<file path="config.mk">
export PLATFORM = sky130hd
export DESIGN_NAME = regfile_write_queue_flat
export DESIGN_NICKNAME = d
export VERILOG_FILES = /design/src/rtl/rf_pkg.sv /design/src/rtl/regfile_write_queue_if.sv /design/src/rtl/regfile_wq_match.sv /design/src/rtl/regfile_write_queue.sv /design/src/flat_wrapper.sv
export SDC_FILE = /design/constraint.sdc
export NUM_CORES = 1
export LEC_CHECK = 0
export CAP_MARGIN = 0
export CORE_MARGIN = 3
export CORE_UTILIZATION = 50
export CTS_CLUSTER_SIZE = 24
export DETAILED_ROUTE_END_ITERATION = 12
export PLACE_DENSITY_LB_ADDON = 0.1
export SLEW_MARGIN = 40
export SYNTH_ARGS = -nofsm -noshare
export SYNTH_HDL_FRONTEND = slang
export SYNTH_SLANG_ARGS = --single-unit
export TNS_END_PERCENT = 10
</file>
<file path="constraint.sdc">
create_clock -name clk -period 5.1 [get_ports clk]
set_input_delay 1.02 -clock clk [delete_from_list [all_inputs] [get_ports clk]]
set_output_delay 1.02 -clock clk [all_outputs]
set_load 0.02 [all_outputs]
</file>
<file path="src/rtl/rf_pkg.sv">
// rtl/rf_pkg.sv - shared register-file widths and write-request type
package rf_pkg;
    localparam int RF_ADDR_W   = 4;
    localparam int RF_DATA_W   = 32;
    localparam int RF_NUM_REGS = 16;

    typedef struct packed {
        logic [RF_ADDR_W-1:0] addr;
        logic [RF_DATA_W-1:0] data;
    } rf_wr_req_t;
endpackage

</file>
<file path="src/rtl/regfile_write_queue_if.sv">
// rtl/regfile_write_queue_if.sv - write-request handshake into the write queue
interface regfile_write_queue_if
    import rf_pkg::*;
#(
    parameter int ADDR_W = RF_ADDR_W,
    parameter int DATA_W = RF_DATA_W
);
    logic              wr_valid;
    logic              wr_ready;
    logic [ADDR_W-1:0] wr_addr;
    logic [DATA_W-1:0] wr_data;

    modport master (output wr_valid, output wr_addr, output wr_data, input wr_ready);
    modport slave  (input wr_valid, input wr_addr, input wr_data, output wr_ready);
endinterface

</file>
<file path="src/rtl/regfile_wq_match.sv">
// rtl/regfile_wq_match.sv - youngest-match bypass search over queue entries and rf stage
module regfile_wq_match
    import rf_pkg::*;
#(
    parameter int DEPTH  = 4,
    parameter int ADDR_W = RF_ADDR_W,
    parameter int DATA_W = RF_DATA_W,
    localparam int PTR_W = $clog2(DEPTH)
) (
    input  logic [ADDR_W-1:0] entry_addr [DEPTH],
    input  logic [DATA_W-1:0] entry_data [DEPTH],
    input  logic [DEPTH-1:0]  entry_valid,
    input  logic [PTR_W-1:0]  head,
    input  logic              stage_ld,
    input  logic [ADDR_W-1:0] stage_sel,
    input  logic [DATA_W-1:0] stage_data,
    input  logic [ADDR_W-1:0] rd_addr,
    input  logic [DATA_W-1:0] rf_q,
    output logic              hit,
    output logic [DATA_W-1:0] data
);
    logic [PTR_W-1:0] idx;

    // Walk oldest to youngest so a later match overrides: the youngest write wins.
    always_comb begin
        hit  = 1'b0;
        data = rf_q;
        idx  = '0;
        if (stage_ld && (stage_sel == rd_addr)) begin
            hit  = 1'b1;
            data = stage_data;
        end
        for (int i = 0; i < DEPTH; i++) begin
            idx = head + PTR_W'(i);
            if (entry_valid[idx] && (entry_addr[idx] == rd_addr)) begin
                hit  = 1'b1;
                data = entry_data[idx];
            end
        end
    end
endmodule

</file>
<file path="src/rtl/regfile_write_queue.sv">
// rtl/regfile_write_queue.sv - write-back FIFO draining into the register file with read bypass
module regfile_write_queue
    import rf_pkg::*;
#(
    parameter int DATA_W = RF_DATA_W,
    parameter int ADDR_W = RF_ADDR_W,
    parameter int DEPTH  = 4,
    localparam int CNT_W = $clog2(DEPTH + 1)
) (
    input  logic                  clk,
    input  logic                  reset,
    regfile_write_queue_if.slave  wr,
    input  logic                  drain_en,
    output logic                  rf_ld,
    output logic [ADDR_W-1:0]     rf_sel,
    output logic [DATA_W-1:0]     rf_data,
    input  logic [ADDR_W-1:0]     rd_addr_a,
    input  logic [ADDR_W-1:0]     rd_addr_b,
    input  logic [DATA_W-1:0]     rf_q_a,
    input  logic [DATA_W-1:0]     rf_q_b,
    output logic [DATA_W-1:0]     rd_data_a,
    output logic [DATA_W-1:0]     rd_data_b,
    output logic                  hit_a,
    output logic                  hit_b,
    output logic [CNT_W-1:0]      count
);
    localparam int PTR_W = $clog2(DEPTH);

    logic [ADDR_W-1:0] ent_addr [DEPTH];
    logic [DATA_W-1:0] ent_data [DEPTH];
    logic [DEPTH-1:0]  ent_valid;
    logic [PTR_W-1:0]  wr_ptr;
    logic [PTR_W-1:0]  rd_ptr;
    logic              push;
    logic              pop;

    assign wr.wr_ready = (count != CNT_W'(DEPTH));
    assign push        = wr.wr_valid & wr.wr_ready;
    assign pop         = drain_en & (count != '0);

    // Payload storage needs no reset; ent_valid gates every use of it.
    always_ff @(posedge clk) begin
        if (push) begin
            ent_addr[wr_ptr] <= wr.wr_addr;
            ent_data[wr_ptr] <= wr.wr_data;
        end
    end

    always_ff @(posedge clk or negedge reset) begin
        if (!reset) begin
            wr_ptr    <= '0;
            rd_ptr    <= '0;
            count     <= '0;
            ent_valid <= '0;
            rf_ld     <= 1'b0;
            rf_sel    <= '0;
            rf_data   <= '0;
        end else begin
            if (push) begin
                ent_valid[wr_ptr] <= 1'b1;
                wr_ptr            <= wr_ptr + PTR_W'(1);
            end
            if (pop) begin
                ent_valid[rd_ptr] <= 1'b0;
                rd_ptr            <= rd_ptr + PTR_W'(1);
                rf_ld             <= 1'b1;
                rf_sel            <= ent_addr[rd_ptr];
                rf_data           <= ent_data[rd_ptr];
            end else begin
                rf_ld <= 1'b0;
            end
            case ({push, pop})
                2'b10:   count <= count + CNT_W'(1);
                2'b01:   count <= count - CNT_W'(1);
                default: count <= count;
            endcase
        end
    end

    regfile_wq_match #(.DEPTH(DEPTH), .ADDR_W(ADDR_W), .DATA_W(DATA_W)) u_match_a (
        .entry_addr  (ent_addr),
        .entry_data  (ent_data),
        .entry_valid (ent_valid),
        .head        (rd_ptr),
        .stage_ld    (rf_ld),
        .stage_sel   (rf_sel),
        .stage_data  (rf_data),
        .rd_addr     (rd_addr_a),
        .rf_q        (rf_q_a),
        .hit         (hit_a),
        .data        (rd_data_a)
    );

    regfile_wq_match #(.DEPTH(DEPTH), .ADDR_W(ADDR_W), .DATA_W(DATA_W)) u_match_b (
        .entry_addr  (ent_addr),
        .entry_data  (ent_data),
        .entry_valid (ent_valid),
        .head        (rd_ptr),
        .stage_ld    (rf_ld),
        .stage_sel   (rf_sel),
        .stage_data  (rf_data),
        .rd_addr     (rd_addr_b),
        .rf_q        (rf_q_b),
        .hit         (hit_b),
        .data        (rd_data_b)
    );
endmodule

</file>
<file path="src/flat_wrapper.sv">
// flat-port wrapper written by rule: the top's interface ports become plain ports
module regfile_write_queue_flat import rf_pkg::*;
#(
    parameter int DATA_W = RF_DATA_W,
    parameter int ADDR_W = RF_ADDR_W,
    parameter int DEPTH  = 4,
    localparam int CNT_W = $clog2(DEPTH + 1)
)
  (clk, reset, drain_en, rf_ld, rf_sel, rf_data, rd_addr_a, rd_addr_b, rf_q_a, rf_q_b, rd_data_a, rd_data_b, hit_a, hit_b, count, wr_wr_valid, wr_wr_addr, wr_wr_data, wr_wr_ready);
  regfile_write_queue_if #(.ADDR_W(ADDR_W), .DATA_W(DATA_W)) wr_i ();
  input  logic clk;
  input  logic reset;
  input  logic drain_en;
  output logic rf_ld;
  output logic [ADDR_W-1:0] rf_sel;
  output logic [DATA_W-1:0] rf_data;
  input  logic [ADDR_W-1:0] rd_addr_a;
  input  logic [ADDR_W-1:0] rd_addr_b;
  input  logic [DATA_W-1:0] rf_q_a;
  input  logic [DATA_W-1:0] rf_q_b;
  output logic [DATA_W-1:0] rd_data_a;
  output logic [DATA_W-1:0] rd_data_b;
  output logic hit_a;
  output logic hit_b;
  output logic [CNT_W-1:0] count;
  input wire logic [$bits(wr_i.wr_valid)-1:0] wr_wr_valid;
  input wire logic [$bits(wr_i.wr_addr)-1:0] wr_wr_addr;
  input wire logic [$bits(wr_i.wr_data)-1:0] wr_wr_data;
  output wire logic [$bits(wr_i.wr_ready)-1:0] wr_wr_ready;
  assign wr_i.wr_valid = wr_wr_valid;
  assign wr_i.wr_addr = wr_wr_addr;
  assign wr_i.wr_data = wr_wr_data;
  assign wr_wr_ready = wr_i.wr_ready;
  regfile_write_queue #(.DATA_W(DATA_W), .ADDR_W(ADDR_W), .DEPTH(DEPTH)) u_core (.clk(clk), .reset(reset), .wr(wr_i), .drain_en(drain_en), .rf_ld(rf_ld), .rf_sel(rf_sel), .rf_data(rf_data), .rd_addr_a(rd_addr_a), .rd_addr_b(rd_addr_b), .rf_q_a(rf_q_a), .rf_q_b(rf_q_b), .rd_data_a(rd_data_a), .rd_data_b(rd_data_b), .hit_a(hit_a), .hit_b(hit_b), .count(count));
endmodule
</file>
==> results of run 1 <==
cells by family after synthesis:
group	count (synthesis)
flops	192
xor+xnor	45
simple gates	205
mux	198
compound gates	327
buf+inv	161
fa+ha+maj	10
power breakdown:
part	total [W]	internal, W	switching (W)
logic	0.00889	0.00395	0.00493
registers	0.00256	0.00214	0.000413
clock network	0.00130	0.000649	0.000650
placed cells by master (no fill, tap or decap), types with 5 or more instances in the layout:
cell type / synthesis / final
dfrtp_1: 48 / 46
a211o_1: 32 / 32
o21ai_0: 48 / 48
ha_1: 9 / 8
inv_6: 0 / 6
dlymetal6s2s_1: 0 / 25
a21oi_1: 17 / 17
and2_1: 7 / 5
clkbuf_16: 0 / 17
dlygate4sd2_1: 0 / 16
a31oi_1: 16 / 16
nand2_1: 103 / 103
buf_4: 2 / 41
mux2i_1: 20 / 20
o22ai_1: 47 / 47
mux4_2: 147 / 147
xnor2_1: 25 / 25
a221oi_2: 10 / 10
nor2_1: 51 / 49
nor3_1: 18 / 17
o32ai_1: 16 / 14
a221oi_1: 52 / 52
o32a_1: 15 / 15
a22oi_1: 15 / 15
xor2_1: 16 / 16
o21bai_1: 15 / 15
mux2_2: 31 / 31
a21boi_0: 31 / 31
clkdlybuf4s50_1: 0 / 176
buf_12: 0 / 13
inv_1: 41 / 41
edfxtp_1: 144 / 144
through the flow:
step / util, % / cell area [um^2] / instances / hold slack [ns] / worst slack [ns]
floorplan: - / 14020 / 1138 / 0.5527 / -0.1413
global placement: 61.40 / 16730 / 1660 / 0.5082 / 0.09176
detailed placement: 61.44 / 16740 / 1660 / 0.5178 / 0.08800
CTS: 63.72 / 17370 / 1693 / 0.3265 / -0.03433
global route: 64.16 / 17480 / 1698 / 0.3177 / -0.08961
finish: 64.16 / 17480 / 1698 / 0.3443 / 0.02027
timing repair:
item / 4_1_cts / 5_1_grt
resized for setup: 21 / 27
setup endpoints to repair: 50 / 46
hold buffers: 0 / 0
pin swaps: 2 / 5
buffers inserted: 2 / 3
gates cloned: 0 / 0
state kept, by name, indices dropped and copies added (netlist names):
name and flops:
u_core.count 3, u_core.rf_ld 1, u_core.rf_sel 4, u_core.wr_ptr 2
u_core.ent_valid 4, u_core.rd_ptr 2, u_core.rf_data 32, u_core.ent_addr 16
u_core.ent_data 128
synth_stat cells, drive strengths merged (3+ instances only):
library cell | n | area share, %
o32ai | 16 | 1.0
clkbuf | 72 | 1.9
xor2 | 16 | 1.0
a21oi | 17 | 0.61
and2 | 8 | 0.36
inv | 41 | 1.1
o32a | 15 | 1.1
o22ai | 47 | 2.1
a22oi | 15 | 0.80
or2 | 3 | 0.13
nor2 | 53 | 1.5
a31oi | 16 | 0.71
mux2i | 20 | 1.4
a211o | 32 | 2.0
edfxtp | 144 | 31
xnor2 | 29 | 2.0
mux2 | 31 | 2.5
nor3 | 18 | 0.64
nand4 | 3 | 0.24
ha | 9 | 0.80
a221oi | 62 | 4.3
a2bb2oi | 4 | 0.25
mux4 | 147 | 24
nor4 | 3 | 0.27
buf | 48 | 1.9
o21bai | 15 | 0.80
o211ai | 3 | 0.20
nand2 | 103 | 2.8
and4 | 3 | 0.19
dfrtp | 48 | 8.6
a21boi | 31 | 1.7
and3 | 5 | 0.22
o21ai | 48 | 1.7
layout make-up:
| cell class | count | area share (%) |
|---|---|---|
| Clock inverter | 14 | 0.8015 |
| Inverter | 41 | 0.8802 |
| Antenna cell | 1 | 0.01431 |
| Tap cell | 372 | 2.662 |
| Timing Repair Buffer | 276 | 16.39 |
| Clock buffer | 17 | 2.433 |
| Sequential cell | 192 | 31.63 |
| Multi-Input combinational cell | 785 | 45.19 |
worst register-to-register path, delay by kind of cell (launching register included):
kind | cells | cell delay, ns
buf+inv | 4 | 1.32
compound gates | 1 | 0.11
flops | 1 | 0.41
mux | 1 | 0.69
path summary, 6_finish.rpt:
check                                                  to                      startpoint  depth (start not counted)
setup / recovery                                    hit_a    u_core.rd_ptr[0]$_DFFE_PN0N_                          9
hold / removal                u_core.count[1]$_DFFE_PN0P_                           reset                          1
setup reg to reg           u_core.rf_data[22]$_DFFE_PN0N_    u_core.rd_ptr[0]$_DFFE_PN0N_                          6
hold reg to reg            u_core.rf_data[24]$_DFFE_PN0N_  u_core.rf_data[24]$_DFFE_PN0N_                          2
max in group asynchronous    u_core.rd_ptr[0]$_DFFE_PN0N_                           reset                          2
min in group clk           u_core.rf_data[24]$_DFFE_PN0N_  u_core.rf_data[24]$_DFFE_PN0N_                          2
metal layers:
layer | vias up | share of wire [%] | GRT usage, %
met2 | 665 | 46 | 45.09
met4 | 4 | 2.1 | 7.601
li1 | 4976 | - | -
met5 | - | 0.052 | 0
met1 | 5728 | 42 | 44.82
met3 | 57 | 9.7 | 6.395
==> run_results.csv, run 1 <==
group,metric,value,unit
worst_setup_path,crit_path_top_delay_cell,"clkdlybuf4s50_1",
timing,finalSetupViolCount,0,
clock_tree,cts-root-buf,"clkbuf_16",
clock_tree,path_clk_slew,0.08,ns
timing,tns,0,ns
clock_tree,cts-buffers-inserted,17,
timing,period_share,99.60,%
synth,synth_fa_ha_area_share,0.9460,%
routing,drt_iter0_drc,1703,
worst_setup_path,path_buf_inv,3,
die,die_area,30080,um^2
synth,async_reset_ff_share,25.00,%
timing,clock.fmax,196.9,MHz
routing,wire_per_inst,27.08,um
timing,rsz0062_at_grt,"yes",
routing,ant_nets,0,
worst_setup_path,cp_top_family,"simple AND/OR/NAND/NOR gates",
worst_setup_path,worstPathMaxFanout,21,
clock_tree,cts.sinks,192,
timing,slew_viol_final,0,
die,die_width,173.5,um
worst_setup_path,required,4.08,ns
power,p_per_area,728.7,nW/um^2
grt,grt_use_total,29.99,%
routing,first_pass_iters,5,
power,leakagePower,6.235,nW
finish,register_area,5530,um^2
placed_design,io_buffers,218,
synth,syn-num-nets,1260,
synth,synth.mux.area_fraction,27.53,%
routing,totalWireLength,45.97,mm
die,ioPinCount,219,
worst_setup_path,rrSetupSlack,2.44,ns
worst_setup_path,crit_type,"register to output pin",
die,die_y,173.5,um
synth,synth_top_family_by_area,"multiplexers",
worst_hold_path,hp-class,"input pin to asynchronous set/reset pin",
worst_setup_path,max_stage_delay,0.63,ns
status,outcome,"finished, final reports clean",
die,core_area,27250,um^2
clock_tree,clkLatencyLatePin,0.45,ns
grt,grt_pass1_wl,68.37,mm
routing,viasPerCell,6.731,
power,peakVddDrop,505.3,uV
clock_tree,clockBufferDepth,2,
synth,synth_edf_count,144,
worst_setup_path,cp_cell_sequence,"buf_4, mux4_2, xnor2_1, nand4_1, or2_2, nand2b_1, buf_12, or4_1, clkdlybuf4s50_1",
timing,hold_viol,0,
die,initial_core_util,51.45,%
timing,slew-limit-headroom,43.34,%
timing,min_period,5.080,ns
placed_design,place_hpwl,32.40,mm
synth,ys_warn_count,0,
finish,drive_above_1_share,23.25,%
synth,syn-instance-count,1138,
timing,worst_slew_pin_slew,0.8499,ns
clock_tree,ctsHtreeMaxLevel,4,
grt,grt_pass1_vias,10920,
synth,synth.distinct_cells,52,
worst_setup_path,end_kind,"output pin",
synth,ys.flop_type,"edfxtp_1",
placed_design,gp_congestion,0.9287,
synth,synth-simple-area-share,6.551,%
worst_setup_path,start_kind,"register",
synth,synth-compound-area-share,17.64,%
flow_run,maxCapViolCount,0,
synth,syn_area,14020,um^2
timing,worst_clock_skew,0.01217,ns
synth,synth_area_per_cell,12.32,um^2
clock_tree,tritoncts,"built",
grt,antenna_found_initial,3,
synth,synthXorXnorAreaFrac,3.025,%
finish,fillerInstances,2092,
routing,remaining_drc_errors,0,
finish,multi_input_area,7901,um^2
die,num_rows,60,
synth,yosysSeqAreaShare,39.41,%
synth,ys_seq_elements,192,
worst_setup_path,cp_data_arrival_time,4.06,ns
finish,syn_to_final_growth,24.71,%
grt,grt_max_degree,131,
routing,vias,11430,
grt,grt_overflow,0,
finish,nets,1435,
power,finalPower,0.01274,W
Note: power is estimated with default switching activity, not from simulation.
==> inputs of run 2 (changes only) <==
--- a/config.mk
+++ b/config.mk
@@ -6,8 +6,9 @@
 export NUM_CORES = 1
 export LEC_CHECK = 0
 export CAP_MARGIN = 0
+export CORE_ASPECT_RATIO = 2
 export CORE_MARGIN = 3
-export CORE_UTILIZATION = 50
+export CORE_UTILIZATION = 40
 export CTS_CLUSTER_SIZE = 24
 export DETAILED_ROUTE_END_ITERATION = 12
 export PLACE_DENSITY_LB_ADDON = 0.1
==> run 2 against run 1 <==
  * Clock skew grew 0.0043 ns
  * Total power decreased by 1.0%
  * Sequential share of layout area shrank 0.21 points
  * Sequential power hardly changed
  * Largest cell class unchanged
  * Core utilization fell by 13 points
  * Critical endpoint is now rd_data_b[26]
==> run_results.csv, run 2 (synthesized netlist as in run 1, its figures left out) <==
group,metric,value,unit
finish,drive_above_1_share,24.01,%
routing,viasPerCell,6.364,
grt,grt_pass1_vias,11390,
timing,finalSetupViolCount,0,
timing,tns,0,ns
placed_design,post-place-ws,0.1241,ns
clock_tree,cts-buffers-inserted,17,
grt,grt_max_degree,68,
routing,totalWireLength,47.82,mm
timing,clock.fmax,199.8,MHz
placed_design,place_area,16910,um^2
timing,final.setup.worst_slack,0.09405,ns
grt,top_usage_layer,"met2",
finish,final_cell_mix,"clkdlybuf4s50_1, mux4_2, edfxtp_1",
die,initial_core_util,40.67,%
grt,grt_pass1_wl,72.03,mm
grt,antenna_found_initial,0,
grt,met1_usage,29.34,%
die,num_rows,96,
finish,reg.largest.list,"u_core.ent_data: 128 flops, u_core.rf_data: 32 flops, u_core.ent_addr: 16 flops",
clock_tree,path_clk_slew,0.08,ns
timing,min_period,5.006,ns
clock_tree,tritoncts,"built",
routing,drt_iter0_drc,820,
finish,nets,1442,
die,die_y,270.8,um
placed_design,gp_congestion,0.9013,
worst_setup_path,required,4.08,ns
timing,slew_viol_final,0,
power,p_int,0.006764,W
worst_hold_path,hp-class,"register to register",
power,swShare,46.35,%
timing,worst_slew_pin_slew,0.7588,ns
grt,grt_use_met3,3.626,%
die,die_area,37470,um^2
worst_setup_path,end_kind,"output pin",
worst_setup_path,cp_data_arrival_time,3.99,ns
routing,first_pass_iters,6,
timing,slew-limit-headroom,49.41,%
clock_tree,ctsHtreeMaxLevel,4,
timing,rsz0062_at_grt,"yes",
clock_tree,cts.sinks,192,
routing,remaining_drc_errors,0,
timing,period_share,98.16,%
clock_tree,cts-root-buf,"clkbuf_16",
worst_setup_path,crit_type,"register to output pin",
finish,n_antenna_cell,0,
power,power_frac_clock,10.4,%
power,p_seq_share,20.2,%
finish,final_common_cell,"clkdlybuf4s50_1",
finish,fin_area,17610,um^2
worst_setup_path,r2r_cells,5,
power,comb_power_share,69.5,%
finish,largest-register,"u_core.ent_data",
die,die_width,138.4,um
flow_run,maxCapViolCount,0,
power,peakVddDrop,440.2,uV
grt,grt_use_total,25.19,%
grt,grt_util_met2,45.88,%
power,p_sw,0.005844,W
power,p_per_area,716.0,nW/um^2
placed_design,place_hpwl,35.32,mm
status,outcome,"finished, final reports clean",
die,core_area,34470,um^2
worst_setup_path,start_kind,"register",
clock_tree,clockBufferDepth,2,
worst_setup_path,worstPathMaxFanout,32,
grt,grt_overflow,0,
routing,ant_nets,0,
finish,syn_to_final_growth,25.60,%
timing,worst_clock_skew,0.01647,ns
placed_design,io_buffers,218,
routing,vias,11290,
finish,largest_reg_flops,128,
power,leakagePower,6.243,nW
die,ioPinCount,219,
worst_hold_path,whs_path_depth,2,
clock_tree,clkLatencyLatePin,0.46,ns
routing,wire_per_inst,26.95,um
timing,hold_viol,0,
clock_tree,ctsHoldBuffers,0,
timing,holdWs,0.5266,ns
finish,fin_util,51.08,%
[run 2: cell types whose count changed in the layout (fill, tap and decap cells not counted), sizes merged, moves of 2 or more]
cell           before  now
dlymetal6s2s       25   23
buf                59   69
clkdlybuf4s50     176  183
dlygate4sd2        16    8
clkinv              4    8
inv                50   47
[run 2: worst paths after layout]
check                                                from                             end  slack [ns]
max reg2reg                  u_core.rd_ptr[0]$_DFFE_PN0N_  u_core.rf_data[26]$_DFFE_PN0N_        2.78
min reg2reg                u_core.rf_data[13]$_DFFE_PN0N_  u_core.rf_data[13]$_DFFE_PN0N_        0.53
max                          u_core.rd_ptr[0]$_DFFE_PN0N_                   rd_data_b[26]        0.09
min                        u_core.rf_data[13]$_DFFE_PN0N_  u_core.rf_data[13]$_DFFE_PN0N_        0.53
min in group asynchronous                           reset  u_core.rf_data[26]$_DFFE_PN0N_        0.63
max in group asynchronous                           reset    u_core.rd_ptr[1]$_DFFE_PN0N_        3.51
[run 2: area by class of cell]
| class | instances | area (um^2) |
|---|---|---|
| multi-input cells | 785 | 7903 |
| well taps | 441 | 551.8 |
| inverters | 41 | 153.9 |
| flip-flops and latches | 192 | 5533 |
| fillers | 3038 | 16860 |
| clock inverters | 14 | 126.4 |
| repair buffers | 283 | 2902 |
| clock buffers | 18 | 439.2 |
[run 2: critical path, cell delays in order (launching register included)]
cell and delay, ns:
dfrtp_4 0.44, inv_1 0.11, ha_4 0.40, mux4_2 0.60, xnor2_1 0.16, and4_1 0.19, and2_2 0.24, buf_12 0.18
a211o_1 0.28, a22oi_1 0.23, clkdlybuf4s50_1 0.66
[run 2: repair_timing]
item / in CTS / in global routing
setup endpoints to repair: 44 / 41
pin swaps: 0 / 2
hold endpoints to repair: 0 / 0
gates resized for setup: 13 / 32
setup buffers: 0 / 2
[run 2: per-stage QoR]
stage	std cells	power, W
floorplan	1138	0.008200
global placement	1740	0.01129
detailed placement	1740	0.01135
CTS	1772	0.01265
global route	1774	0.01334
finish	1774	0.01261
[run 2: power groups by stage]
| stage | clock, W | combinational, W | sequential, W |
|---|---|---|---|
| after global placement | 0 | 0.00875 | 0.00254 |
| after CTS | 0.00134 | 0.00878 | 0.00254 |
| after detailed placement | 0 | 0.00878 | 0.00257 |
| after floorplan | 0 | 0.00558 | 0.00262 |
| after global routing | 0.00139 | 0.00935 | 0.00260 |
| final | 0.00131 | 0.00876 | 0.00254 |
[run 2: metal layers]
metal  routed length (um)  up-vias  share of wire (%)
li1                     -     4983                  -
met1                17610     5732                 37
met2                26050      484                 54
met3                 2409       90                5.0
met4                 1747        0                3.7
met5                    0        -                  0
